**config.mk**
```make
export PLATFORM = sky130hd
export DESIGN_NAME = kw_fifo_flex
export DESIGN_NICKNAME = d
export VERILOG_FILES = /design/src/rtl/kw_fifo_flex.sv
export SDC_FILE = /design/constraint.sdc
export NUM_CORES = 1
export LEC_CHECK = 0
export BUFFER_PORTS_ARGS = -buffer_cell sky130_fd_sc_hd__buf_2
export CORE_MARGIN = 2
export CORE_UTILIZATION = 30
export DETAILED_ROUTE_END_ITERATION = 16
export GPL_ROUTABILITY_DRIVEN = 1
export MAX_ROUTING_LAYER = met4
export PLACE_DENSITY_LB_ADDON = 0.12
export SYNTH_ARGS = -nofsm -noshare
export SYNTH_HDL_FRONTEND = slang
export SYNTH_SLANG_ARGS = --single-unit
```
**constraint.sdc**
```tcl
create_clock -name clock -period 3.6 [get_ports clock]
set_input_delay 0.18 -clock clock [delete_from_list [all_inputs] [get_ports clock]]
set_output_delay 0.18 -clock clock [all_outputs]
set_load 0.02 [all_outputs]
```
**src/rtl/kw_fifo_flex.sv**
```systemverilog
// kw_fifo_flex: single-clock flip-flop FIFO with arbitrary depth, runtime
// almost-empty/almost-full thresholds, fill-level output, synchronous clear
// and selectable registered or show-ahead read data.
module kw_fifo_flex #(
    parameter int DATA_WIDTH  = 16,
    parameter int DEPTH       = 16,
    parameter int SHOW_AHEAD  = 0,
    parameter int ERR_MODE    = 1,
    parameter int LEVEL_WIDTH = $clog2(DEPTH + 1)
) (
    input  logic                   clock,
    input  logic                   reset_n,
    input  logic                   clear,
    input  logic                   push_req,
    input  logic                   pop_req,
    input  logic [DATA_WIDTH-1:0]  data_i,
    output logic [DATA_WIDTH-1:0]  data_o,
    input  logic [LEVEL_WIDTH-1:0] ae_level,
    input  logic [LEVEL_WIDTH-1:0] af_level,
    output logic [LEVEL_WIDTH-1:0] level,
    output logic                   empty,
    output logic                   almost_empty,
    output logic                   half_full,
    output logic                   almost_full,
    output logic                   full,
    output logic                   error
);

    localparam int PTR_WIDTH = (DEPTH > 1) ? $clog2(DEPTH) : 1;
    localparam logic [PTR_WIDTH-1:0]   LAST_PTR  = PTR_WIDTH'(DEPTH - 1);
    localparam logic [LEVEL_WIDTH-1:0] DEPTH_LVL = LEVEL_WIDTH'(DEPTH);
    localparam logic [LEVEL_WIDTH-1:0] HALF_LVL  = LEVEL_WIDTH'((DEPTH + 1) / 2);

    logic [DATA_WIDTH-1:0]  mem [DEPTH];
    logic [PTR_WIDTH-1:0]   wr_ptr;
    logic [PTR_WIDTH-1:0]   rd_ptr;
    logic                   push_ok;
    logic                   pop_ok;
    logic                   err_event;
    logic                   ptr_mismatch;
    logic [LEVEL_WIDTH-1:0] ptr_diff;
    int                     diff;

    // Pointers wrap explicitly because DEPTH need not be a power of two.
    function automatic logic [PTR_WIDTH-1:0] ptr_inc(input logic [PTR_WIDTH-1:0] p);
        return (p == LAST_PTR) ? '0 : p + 1'b1;
    endfunction

    // Status flags and request qualification from the registered level and live thresholds.
    always_comb begin
        empty        = (level == '0);
        full         = (level == DEPTH_LVL);
        almost_empty = (level <= ae_level);
        half_full    = (level >= HALF_LVL);
        // An offset at or beyond DEPTH pins the threshold at zero, so the flag is constant.
        almost_full  = (af_level >= DEPTH_LVL) ? 1'b1 : (level >= (DEPTH_LVL - af_level));

        // A pop frees a slot in the same cycle, so a full FIFO still takes a paired push.
        push_ok   = push_req && (!full || pop_req);
        pop_ok    = pop_req && !empty;
        err_event = (push_req && full && !pop_req) || (pop_req && empty);

        // Occupancy implied by the pointers; ambiguous only when full, where they coincide.
        diff = int'(wr_ptr) - int'(rd_ptr);
        if (diff < 0) begin
            diff = diff + DEPTH;
        end
        ptr_diff     = LEVEL_WIDTH'(diff);
        ptr_mismatch = (level != ptr_diff) && !(full && (wr_ptr == rd_ptr));
    end

    // Pointer, level and error state; clear returns everything to the reset values.
    always_ff @(posedge clock or negedge reset_n) begin
        // NOTE: state registers use non-blocking assignments so every flop samples
        // pre-edge values regardless of statement order.
        if (!reset_n) begin
            wr_ptr <= '0;
            rd_ptr <= '0;
            level  <= '0;
            error  <= 1'b0;
        end else if (clear) begin
            wr_ptr <= '0;
            rd_ptr <= '0;
            level  <= '0;
            error  <= 1'b0;
        end else begin
            if (push_ok) begin
                wr_ptr <= ptr_inc(wr_ptr);
            end
            if (pop_ok) begin
                rd_ptr <= ptr_inc(rd_ptr);
            end
            case ({push_ok, pop_ok})
                2'b10:   level <= level + 1'b1;
                2'b01:   level <= level - 1'b1;
                default: level <= level;
            endcase
            if (ERR_MODE == 2) begin
                error <= err_event;
            end else begin
                error <= error || err_event || ((ERR_MODE == 0) && ptr_mismatch);
            end
        end
    end

    // Storage array write port.
    always_ff @(posedge clock) begin
        // NOTE: the storage array has no reset; validity is tracked by level and the
        // pointers, and leaving it unreset keeps it plain flops without reset fan-out.
        if (push_ok && !clear) begin
            mem[wr_ptr] <= data_i;
        end
    end

    generate
        if (SHOW_AHEAD != 0) begin : g_show_ahead
            // Head word is presented directly; meaningful only while non-empty.
            assign data_o = mem[rd_ptr];
        end else begin : g_registered
            logic [DATA_WIDTH-1:0] data_q;

            // Read register loads the head word on each accepted pop and holds otherwise.
            always_ff @(posedge clock or negedge reset_n) begin
                if (!reset_n) begin
                    data_q <= '0;
                end else if (clear) begin
                    data_q <= '0;
                end else if (pop_ok) begin
                    data_q <= mem[rd_ptr];
                end
            end

            assign data_o = data_q;
        end
    endgenerate

endmodule

```
==> results by group <==
Outcome
  – Outcome: finished, final reports clean

Cells and area
  – Fin cells: roughly 1,200
  – Layout cells sized above 1: 0.307
  – Storage cell area: roughly 8400 µm²
  – Nets: ~750
  – Antenna Cells: 0
  – Multi-input logic area: about 3000 µm²
  – # fillers: around 3,600
  – Area growth syn-to-layout: 18.2%

Yosys
  – Syn avg cell area: 19.1 µm²
  – Sequential fraction of the synthesis area: 0.727
  – Syn. warnings: 0
  – Distinct cell type count of the synthesized netlist: 50
  – Post-synth EDFFs: ~260
  – #FFs+latches synth: about 290
  – Post-Syn Area: 11,600 µm²
  – FFs w/ async S/R, synth: 0.105
  – Instance count of the mapped netlist: 607
  – Top_reg_cell synth: edfxtp_1
  – Mapped Nets: about 660

STA
  – RSZ-0062 raised after global routing: no
  – Rel. slew slack: 0.388
  – Final Hold Viols: 0
  – Setup TNS: 0 ps
  – Fmax: approximately 380 MHz
  – Max Slew Vio Count: 0
  – Final Setup Violations: 0
  – Crit share post-route: 0.736
  – Fin crit period: between 2000 and 3000 ps
  – Worst-Margin Slew: between 900 and 1000 ps
  – Clock Skew: 12.7 ps

Drt
  – Vias/cell: a little under 5
  – Average wire per standard cell: between 20 and 25 µm
  – Initial DRC Count: between 400 and 500
  – DRT antenna net count: 0
  – Post-Route WL: just under 30 mm
  – Total number of vias: between 5,000 and 6,000
  – DRC errors left: 0
  – DR pass1 iterations: 5

Worst setup path
  – Worst Path Arrival: a little under 3000 ps
  – Worst R2R Path Depth: 7
  – Startpoint types: flip-flop
  – Reg-to-reg slack, setup: between 900 and 1000 ps
  – Crit path max fanout: 11
  – CP Class: flip-flop to flip-flop
  – Crit end category: flip-flop
  – Worst EP required: between 3000 and 4000 ps

Die
  – Site row count: between 70 and 80
  – Die Wd: approximately 200 µm
  – Die area: around 40,000 µm²
  – Die height: 201 µm
  – Starting Density: 0.302
  – Area of the core: approximately 38,000 µm²
  – Top-level port count: between 50 and 60

CTS
  – CTS tree: built
  – Postcts setup bufs: 0
  – TritonCTS Buffers: 31
  – H-tree levels: 1
  – Worst skew pair latency: about 560 ps
  – # hold bufs at CTS: 2
  – Clock sink count: ~290
  – Clk buf depth: 3
  – Reg clk slew, reported paths: about 60 ps
  – Post-CTS sizing: 0
  – Root buffer cell: clkbuf_16

Power
  – Combinational share of power: 0.170
  – Peak supply drop: 0.333 mV
  – Psw: around 2300 µW
  – P_int: 6170 µW
  – Sw Ratio: 0.272
  – Leakage Power: 0.00455 µW
  – Register share of total power: 0.464
  – Clock power share: 0.366
  – Pwr Density: slightly above 600 nW/µm²

Job
  – MaxCap Viol Count: 0

Global routing
  – First-pass GRT wire length: 43.4 mm
  – GRT overflow: 0
  – Number of global-route vias before repair: around 6,400
  – Antenna violations before repair: 0
  – Largest net degree at the start of global routing: 31
  – GR Util All Layers: 0.149

Place
  – Post-detail-place hpwl: 19.1 mm
  – PortBufs: 57
  – RD Place Congestion: ~0.84
  – Cell Count Post-Placement: 1,180

Worst hold path
  – Hold Path Cell Cnt: 1
  – Min-delay worst type: primary input to flip-flop
kinds of logic after synthesis:
group | count (synthesis) | share of synthesized area
XOR/XNOR | 5 | 0.00377
flip-flops | 286 | 0.727
multiplexers | 101 | 0.156
AND/OR/NAND/NOR | 85 | 0.0379
AO/OA/AOI/OAI | 59 | 0.0368
buffers and inverters | 53 | 0.0192
adder cells (fa/ha/maj) | 18 | 0.0194
through the flow:
stage	hold slack (ps)	cell area [µm²]	total power [µW]	worst slack [ps]	util
floorplan	-116	11600	4900	590	-
global placement	281	12700	5460	983	0.330
detailed placement	314	12700	5470	943	0.330
CTS	4.69	13700	8590	912	0.357
global route	28.8	13700	8830	762	0.357
finish	21.8	13700	8470	952	0.357
worst paths after layout:
kind | startpoint | end
hold / removal | data_i[3] | mem[4][3]
hold reg to reg | error | error
setup reg to reg | level[3] | mem[11][4]
max in group asynchronous | reset_n | rd_ptr[1]
min in group asynchronous | reset_n | level[3]
setup / recovery | level[3] | mem[11][4]
sequential cells by signal, indices dropped and copies added (netlist names):
name    count
rd_ptr      4
error       1
mem       256
level       5
data_o     16
wr_ptr      4
synthesized netlist by cell type (all sizes together), types with 8 or more instances:
library cell | instances | area [µm²]
a21oi | 8 | 40.0
buf | 17 | 86.3
clkbuf | 16 | 61.3
dfrtp | 30 | 751
edfxtp | 256 | 7690
ha | 18 | 225
inv | 20 | 75.1
mux2i | 36 | 360
mux4 | 64 | 1440
nand2 | 10 | 37.5
nand3 | 16 | 80.1
nor2 | 24 | 90.1
o21ai | 12 | 63.8
o221ai | 16 | 140
power by group through the flow:
stage	combinational, µW	sequential (µW)	clock (µW)
final	1440	3930	3100
after global routing	1570	3960	3310
after CTS	1470	3940	3180
after detailed placement	1460	4010	0
after global placement	1450	4010	0
after floorplan	927	3970	0
worst max-delay path, cell delays in order (launching register included):
cell and delay, ps:
dfrtp_1 540, nor4_1 100, buf_4 170, a311oi_1 310, buf_4 190, nand2_1 160
nor2_2 560, buf_4 310
layer usage:
metal  share of wire  track usage
met1            0.47        0.212
met2            0.46        0.230
met3           0.046       0.0208
met4           0.017       0.0312
met5               0            -
cell type report:
cell class / instances / share of cell area
clock inverter: 17 / 0.0124
sequential: 286 / 0.615
multi-input combinational: 268 / 0.219
inverter: 20 / 0.00547
tap: 518 / 0.0472
clock buffer: 41 / 0.0600
timing repair buffer: 90 / 0.0410
cell usage in the layout (no fill, tap or decap), drive strengths merged, types with 8 or more instances in the layout:
| master | n |
|---|---|
| ha | 18 |
| nand3 | 16 |
| mux4 | 64 |
| clkbuf | 41 |
| edfxtp | 256 |
| inv | 21 |
| nor2 | 24 |
| dfrtp | 30 |
| clkinv | 9 |
| nand2 | 10 |
| mux2i | 36 |
| o21ai | 12 |
| a21oi | 8 |
| o221ai | 16 |
| buf | 88 |
(Power assumes the default switching activity.)
